`src/rtl/life_pattern_loader.sv`:
```
// ============================================================================
// Module      : life_pattern_loader
// Description : Writer-side front end for the life cell array. Unpacks a
//               valid/ready byte stream into a ROWS*COLS shadow frame, commits
//               it to every cell in one cycle (load_write/load_val) and holds
//               the generation enable low while a load is in progress.
//               Optional checksum build: define LIFE_LOADER_CHECKSUM_EN to
//               require a trailing XOR byte before the frame is committed.
// Revision    : 1.0 - initial release
// ============================================================================
`default_nettype none

module life_pattern_loader #(
  parameter int ROWS = 8,
  parameter int COLS = 8
) (
  input  logic                 clk,
  input  logic                 reset,
  input  logic                 start,
  input  logic                 run,
  input  logic [7:0]           in_data,
  input  logic                 in_valid,
  output logic                 in_ready,
  output logic [ROWS*COLS-1:0] load_val,
  output logic                 load_write,
  output logic                 run_enb,
  output logic                 busy,
  output logic                 done,
  output logic                 err
);

  localparam int N      = ROWS * COLS;
  localparam int NBYTES = (N + 7) / 8;
  localparam int CW     = (NBYTES > 1) ? $clog2(NBYTES) : 1;
  localparam logic [CW-1:0] C_LAST = CW'(NBYTES - 1);

`ifdef LIFE_LOADER_CHECKSUM_EN
  typedef enum logic [1:0] {
    S_IDLE   = 2'd0,
    S_RECV   = 2'd1,
    S_COMMIT = 2'd2,
    S_CHECK  = 2'd3
  } state_t;
`else
  typedef enum logic [1:0] {
    S_IDLE   = 2'd0,
    S_RECV   = 2'd1,
    S_COMMIT = 2'd2
  } state_t;
`endif

  state_t          state_q, state_d;
  logic [N-1:0]    shadow_q, shadow_d;
  logic [CW-1:0]   cnt_q, cnt_d;
  logic            done_q, done_d;

`ifdef LIFE_LOADER_CHECKSUM_EN
  logic [7:0]      acc_q, acc_d;
  logic            err_q, err_d;
`endif

  // Per-cell write enable for the byte currently being received, and the
  // incoming byte replicated so cell k sees bit k%8. Cells past N simply do
  // not exist, which is how the unused bits of the last byte are dropped.
  logic [N-1:0]    w_bit_we;
  logic [N-1:0]    w_bit_data;

  generate
    for (genvar k = 0; k < N; k++) begin : g_bit
      assign w_bit_we[k]   = (cnt_q == CW'(k / 8));
      assign w_bit_data[k] = in_data[k % 8];
    end
  endgenerate

  // Next-state, datapath update and handshake/strobe outputs.
  always_comb begin
    state_d    = state_q;
    shadow_d   = shadow_q;
    cnt_d      = cnt_q;
    done_d     = 1'b0;
    in_ready   = 1'b0;
    load_write = 1'b0;
    run_enb    = 1'b0;
`ifdef LIFE_LOADER_CHECKSUM_EN
    acc_d      = acc_q;
    err_d      = err_q;
`endif
    case (state_q)
      S_IDLE: begin
        run_enb = run;
        if (start) begin
          state_d  = S_RECV;
          shadow_d = '0;
          cnt_d    = '0;
`ifdef LIFE_LOADER_CHECKSUM_EN
          acc_d    = 8'h00;
          err_d    = 1'b0;
`endif
        end
      end
      S_RECV: begin
        in_ready = 1'b1;
        if (in_valid) begin
          shadow_d = (shadow_q & ~w_bit_we) | (w_bit_data & w_bit_we);
          cnt_d    = cnt_q + CW'(1);
`ifdef LIFE_LOADER_CHECKSUM_EN
          acc_d    = acc_q ^ in_data;
          if (cnt_q == C_LAST) begin
            state_d = S_CHECK;
          end
`else
          if (cnt_q == C_LAST) begin
            state_d = S_COMMIT;
          end
`endif
        end
      end
`ifdef LIFE_LOADER_CHECKSUM_EN
      S_CHECK: begin
        in_ready = 1'b1;
        if (in_valid) begin
          if (in_data == acc_q) begin
            state_d = S_COMMIT;
          end else begin
            // Keep the shadow for inspection but never commit it.
            state_d = S_IDLE;
            err_d   = 1'b1;
          end
        end
      end
`endif
      S_COMMIT: begin
        load_write = 1'b1;
        done_d     = 1'b1;
        state_d    = S_IDLE;
      end
      default: begin
        state_d = S_IDLE;
      end
    endcase
  end

  // State and datapath registers; reset discards any partial frame.
  always_ff @(posedge clk) begin
    if (reset) begin
      state_q  <= S_IDLE;
      shadow_q <= '0;
      cnt_q    <= '0;
      done_q   <= 1'b0;
`ifdef LIFE_LOADER_CHECKSUM_EN
      acc_q    <= 8'h00;
      err_q    <= 1'b0;
`endif
    end else begin
      state_q  <= state_d;
      shadow_q <= shadow_d;
      cnt_q    <= cnt_d;
      done_q   <= done_d;
`ifdef LIFE_LOADER_CHECKSUM_EN
      acc_q    <= acc_d;
      err_q    <= err_d;
`endif
    end
  end

  assign load_val = shadow_q;
  assign busy     = (state_q != S_IDLE);
  assign done     = done_q;
`ifdef LIFE_LOADER_CHECKSUM_EN
  assign err      = err_q;
`else
  assign err      = 1'b0;
`endif

endmodule

`default_nettype wire

```
`config.mk`:
```
export PLATFORM = sky130hd
export DESIGN_NAME = life_pattern_loader
export DESIGN_NICKNAME = d
export VERILOG_FILES = /design/src/rtl/life_pattern_loader.sv
export SDC_FILE = /design/constraint.sdc
export NUM_CORES = 1
export LEC_CHECK = 0
export BUFFER_PORTS_ARGS = -buffer_cell sky130_fd_sc_hd__buf_4
export CORE_AREA = 2 2 71 86
export DETAILED_ROUTE_END_ITERATION = 10
export DIE_AREA = 0 0 73 88
export PLACE_DENSITY = 0.83
export SLEW_MARGIN = 0
export SYNTH_ARGS = -nofsm -noshare
export SYNTH_HDL_FRONTEND = slang
export SYNTH_SLANG_ARGS = --single-unit
```
`constraint.sdc`:
```
create_clock -name clk -period 1.7 [get_ports clk]
set_input_delay 0.085 -clock clk [delete_from_list [all_inputs] [get_ports clk]]
set_output_delay 0.085 -clock clk [all_outputs]
set_load 0.02 [all_outputs]
```
==> flow_metrics.env <==
export IMPL_yosys_warnings=0
export IMPL_place_port_buffers=81
export IMPL_critical_path_endpoint_type="register"
export IMPL_detail_route_first_pass_iterations=4
export IMPL_min_from="start"
export IMPL_total_drc_errors_in_the_routed_layout=0
export IMPL_io_pins=83
export IMPL_synth_area_leaders="dfxtp_1, o2bb2ai_1, a22o_1, o22ai_1, inv_1"
export IMPL_detailed_place_area_um2=3347
export IMPL_clock_skew_ps=12.12
export IMPL_final_cell_area_um2=3702
export IMPL_netlist_area_um2=2700
export IMPL_gp_congestion=0.8014
export IMPL_max_clock_path_buffers=2
export IMPL_setup_violations=0
export IMPL_wl_per_cell_um=18.00
export IMPL_post_synthesis_compound_gate_area_fraction=0.2748
export IMPL_post_synth_cell_area_avg_um2=11.02
export IMPL_timing_hold_worst_class="input pin to register"
export IMPL_final_min_period_over_clock_period=0.9536
export IMPL_synthFlopType="dfxtp_1"
export IMPL_final_period_minus_worst_setup_slack_ps=1621
export IMPL_setup_worst_path_start="cnt_q[1]"
export IMPL_post_place_cells=383
export IMPL_synth_enable_flop_cells=0
export IMPL_drtAntennaViolNets=0
export IMPL_synth_async_sr_flop_share=0
export IMPL_initialDrtViolationCount=183
export IMPL_grt_max_degree=16
export IMPL_insertion_delay_of_the_later_clocked_pin_in_the_worst_skew_pair_ps=360
export IMPL_gr_usage_all_layers=0.2369
export IMPL_yosysTopAreaCellShare=0.5190
export IMPL_rsz0062_at_grt="false"
export IMPL_drt_total_wl_um=7400
export IMPL_critPathArrivalTime_ps=1910
export IMPL_synth_top_family_by_area="compound AO/OA/AOI/OAI gates"
export IMPL_synth_xor_area_frac=0
export IMPL_fp_dieW_um=73
export IMPL_hold_viol=0
export IMPL_grt_antenna_before_repair=0
export IMPL_synth_largest_area_cell="dfxtp_1"
export IMPL_num_fill_cells=419
export IMPL_regArea_um2=1403
export IMPL_end_of_flow_core_utilization=0.6620
export IMPL_via_count=2334
export IMPL_post_synth_and_or_nand_nor_area_fraction=0.1089
export IMPL_yosysUniqueCellTypes=38
export IMPL_clkSinkCount=70
export IMPL_cts_root_buffer_cell="clkbuf_8"
export IMPL_path_max_fanout=8
export IMPL_vias_per_cell=5.679
export IMPL_yosys_register_bits=70
export IMPL_slew_violations=0
export IMPL_multi_input_logic_area_um2=1115
export IMPL_cap_violations=0
export IMPL_die_height_um=88
export IMPL_cell_count_after_synthesis=245
export IMPL_tritoncts_num_buffers=9
export IMPL_synth_seq_area_share=0.5190
export IMPL_timing_rr_start="cnt_q[1]"
export IMPL_path_clk_slew_ps=80
export IMPL_fmax_mhz=616.9
export IMPL_synthAdderAreaFrac=0.02780
export IMPL_status="finished, final reports clean"
export IMPL_cp_startpoint_kind="register"
export IMPL_area_growth_from_synthesis_to_final_layout_pct=37.12
export IMPL_post_synth_top_count_cell="dfxtp_1"
export IMPL_critPathRequiredTime_ps=1990
export IMPL_post_synth_mux_area_share=0
export IMPL_power_ir_vdd_worst_mv=0.4090
export IMPL_tritoncts="done"
export IMPL_fin_cells=411
export IMPL_power_density_cell_area_nw_per_um2=965.3
export IMPL_dp_hpwl_um=4967
export IMPL_antenna_cells_inserted=0
export IMPL_die_area_um2=6424
export IMPL_grt_first_pass_wirelength_um=11470
export IMPL_first_global_vias=2235
export IMPL_rows=30
export IMPL_initial_core_util=0.4828
export IMPL_grt_ovfl_total=0
export IMPL_setup_worst_path_class="register to register"
export IMPL_finalNetCount=361
export IMPL_h_tree_depth=3
export IMPL_synth_top_cells_by_count="dfxtp_1, inv_1, o22ai_1"
export IMPL_synth_net_count=264
export IMPL_fin_setup_tns_ps=0
export IMPL_static_leakage_power_nw=1.512
export IMPL_post_route_cells_drive_above_1_share=0.3573
export IMPL_core_area_um2=5593
layout by cell type, fill, tap and decap left out, drive strengths merged, types with 2 or more instances in the layout:
cell and instances:
nor2b 5, nand3b 4, nand4 3, clkinv 2
clkbuf 9, o22ai 24, and4b 3, inv 31
ha 6, nand3 6, bufinv 3, a311oi 2
a31oi 6, nor2 5, a22o 19, o211ai 2
nand2 11, and4 3, o2bb2ai 21, buf 89
o31ai 3, dfxtp 70, dlygate4sd3 8
timing repair:
action	CTS	global route
hold buffers	8	0
setup endpoints to repair	0	24
setup buffers	0	4
gates resized for setup	0	1
hold endpoints to repair	19	0
layout make-up:
type	count	area share
multi-input cells	134	0.3011
well taps	64	0.02163
clock buffers	9	0.03346
repair buffers	97	0.2021
clock inverters	7	0.03244
flip-flops and latches	70	0.3788
inverters	30	0.03042
state kept, by name, indices dropped and copies added (netlist names):
name,flops
load_val,64
done,1
state_q,2
cnt_q,3
worst max-delay path: stages, from the launching register on:
cell     delay, ps
dfxtp_1        410
inv_1          100
ha_1           250
and4b_1        250
o31ai_4        210
buf_4          190
a22o_1         160
cells by family (layout without fill, tap and decap cells):
kind of cell	after synthesis	in the layout
AOI/OAI and AO/OA	80	80
and+or+nand+nor	47	47
buffers and inverters	41	143
adders and majority gates	6	6
other	1	1
DFF	70	70
stage by stage:
step / worst slack, ps / power (mW) / hold slack [ps]
detailed placement: 60.31 / 1.936 / 324.1
floorplan: 250.6 / 1.851 / 210.5
CTS: 43.19 / 3.557 / 65.75
finish: 78.94 / 3.574 / 69.86
global placement: 95.73 / 1.930 / 317.6
global route: 13.18 / 3.679 / 100.4
path summary, 6_finish.rpt:
| path | endpoint | slack, ps | cells past startpoint |
|---|---|---|---|
| min reg2reg | load_val[47] | 450 | 2 |
| max | load_val[4] | 80 | 6 |
| min | state_q[0] | 70 | 3 |
| max reg2reg | load_val[4] | 80 | 6 |
report_power, final:
part | total [mW] | internal, mW | switching (mW)
clock network | 1.64 | 0.979 | 0.666
registers | 1.66 | 1.65 | 0.0111
logic | 0.268 | 0.107 | 0.161
per-layer routing:
metal	GRT usage	up-vias	wire, µm
met5	0	-	0
met1	0.2747	1129	3003
met4	0.1212	0	208
li1	-	1100	-
met2	0.4103	85	3881
met3	0.04603	20	307
No activity file was read; power rests on OpenSTA's default activity.
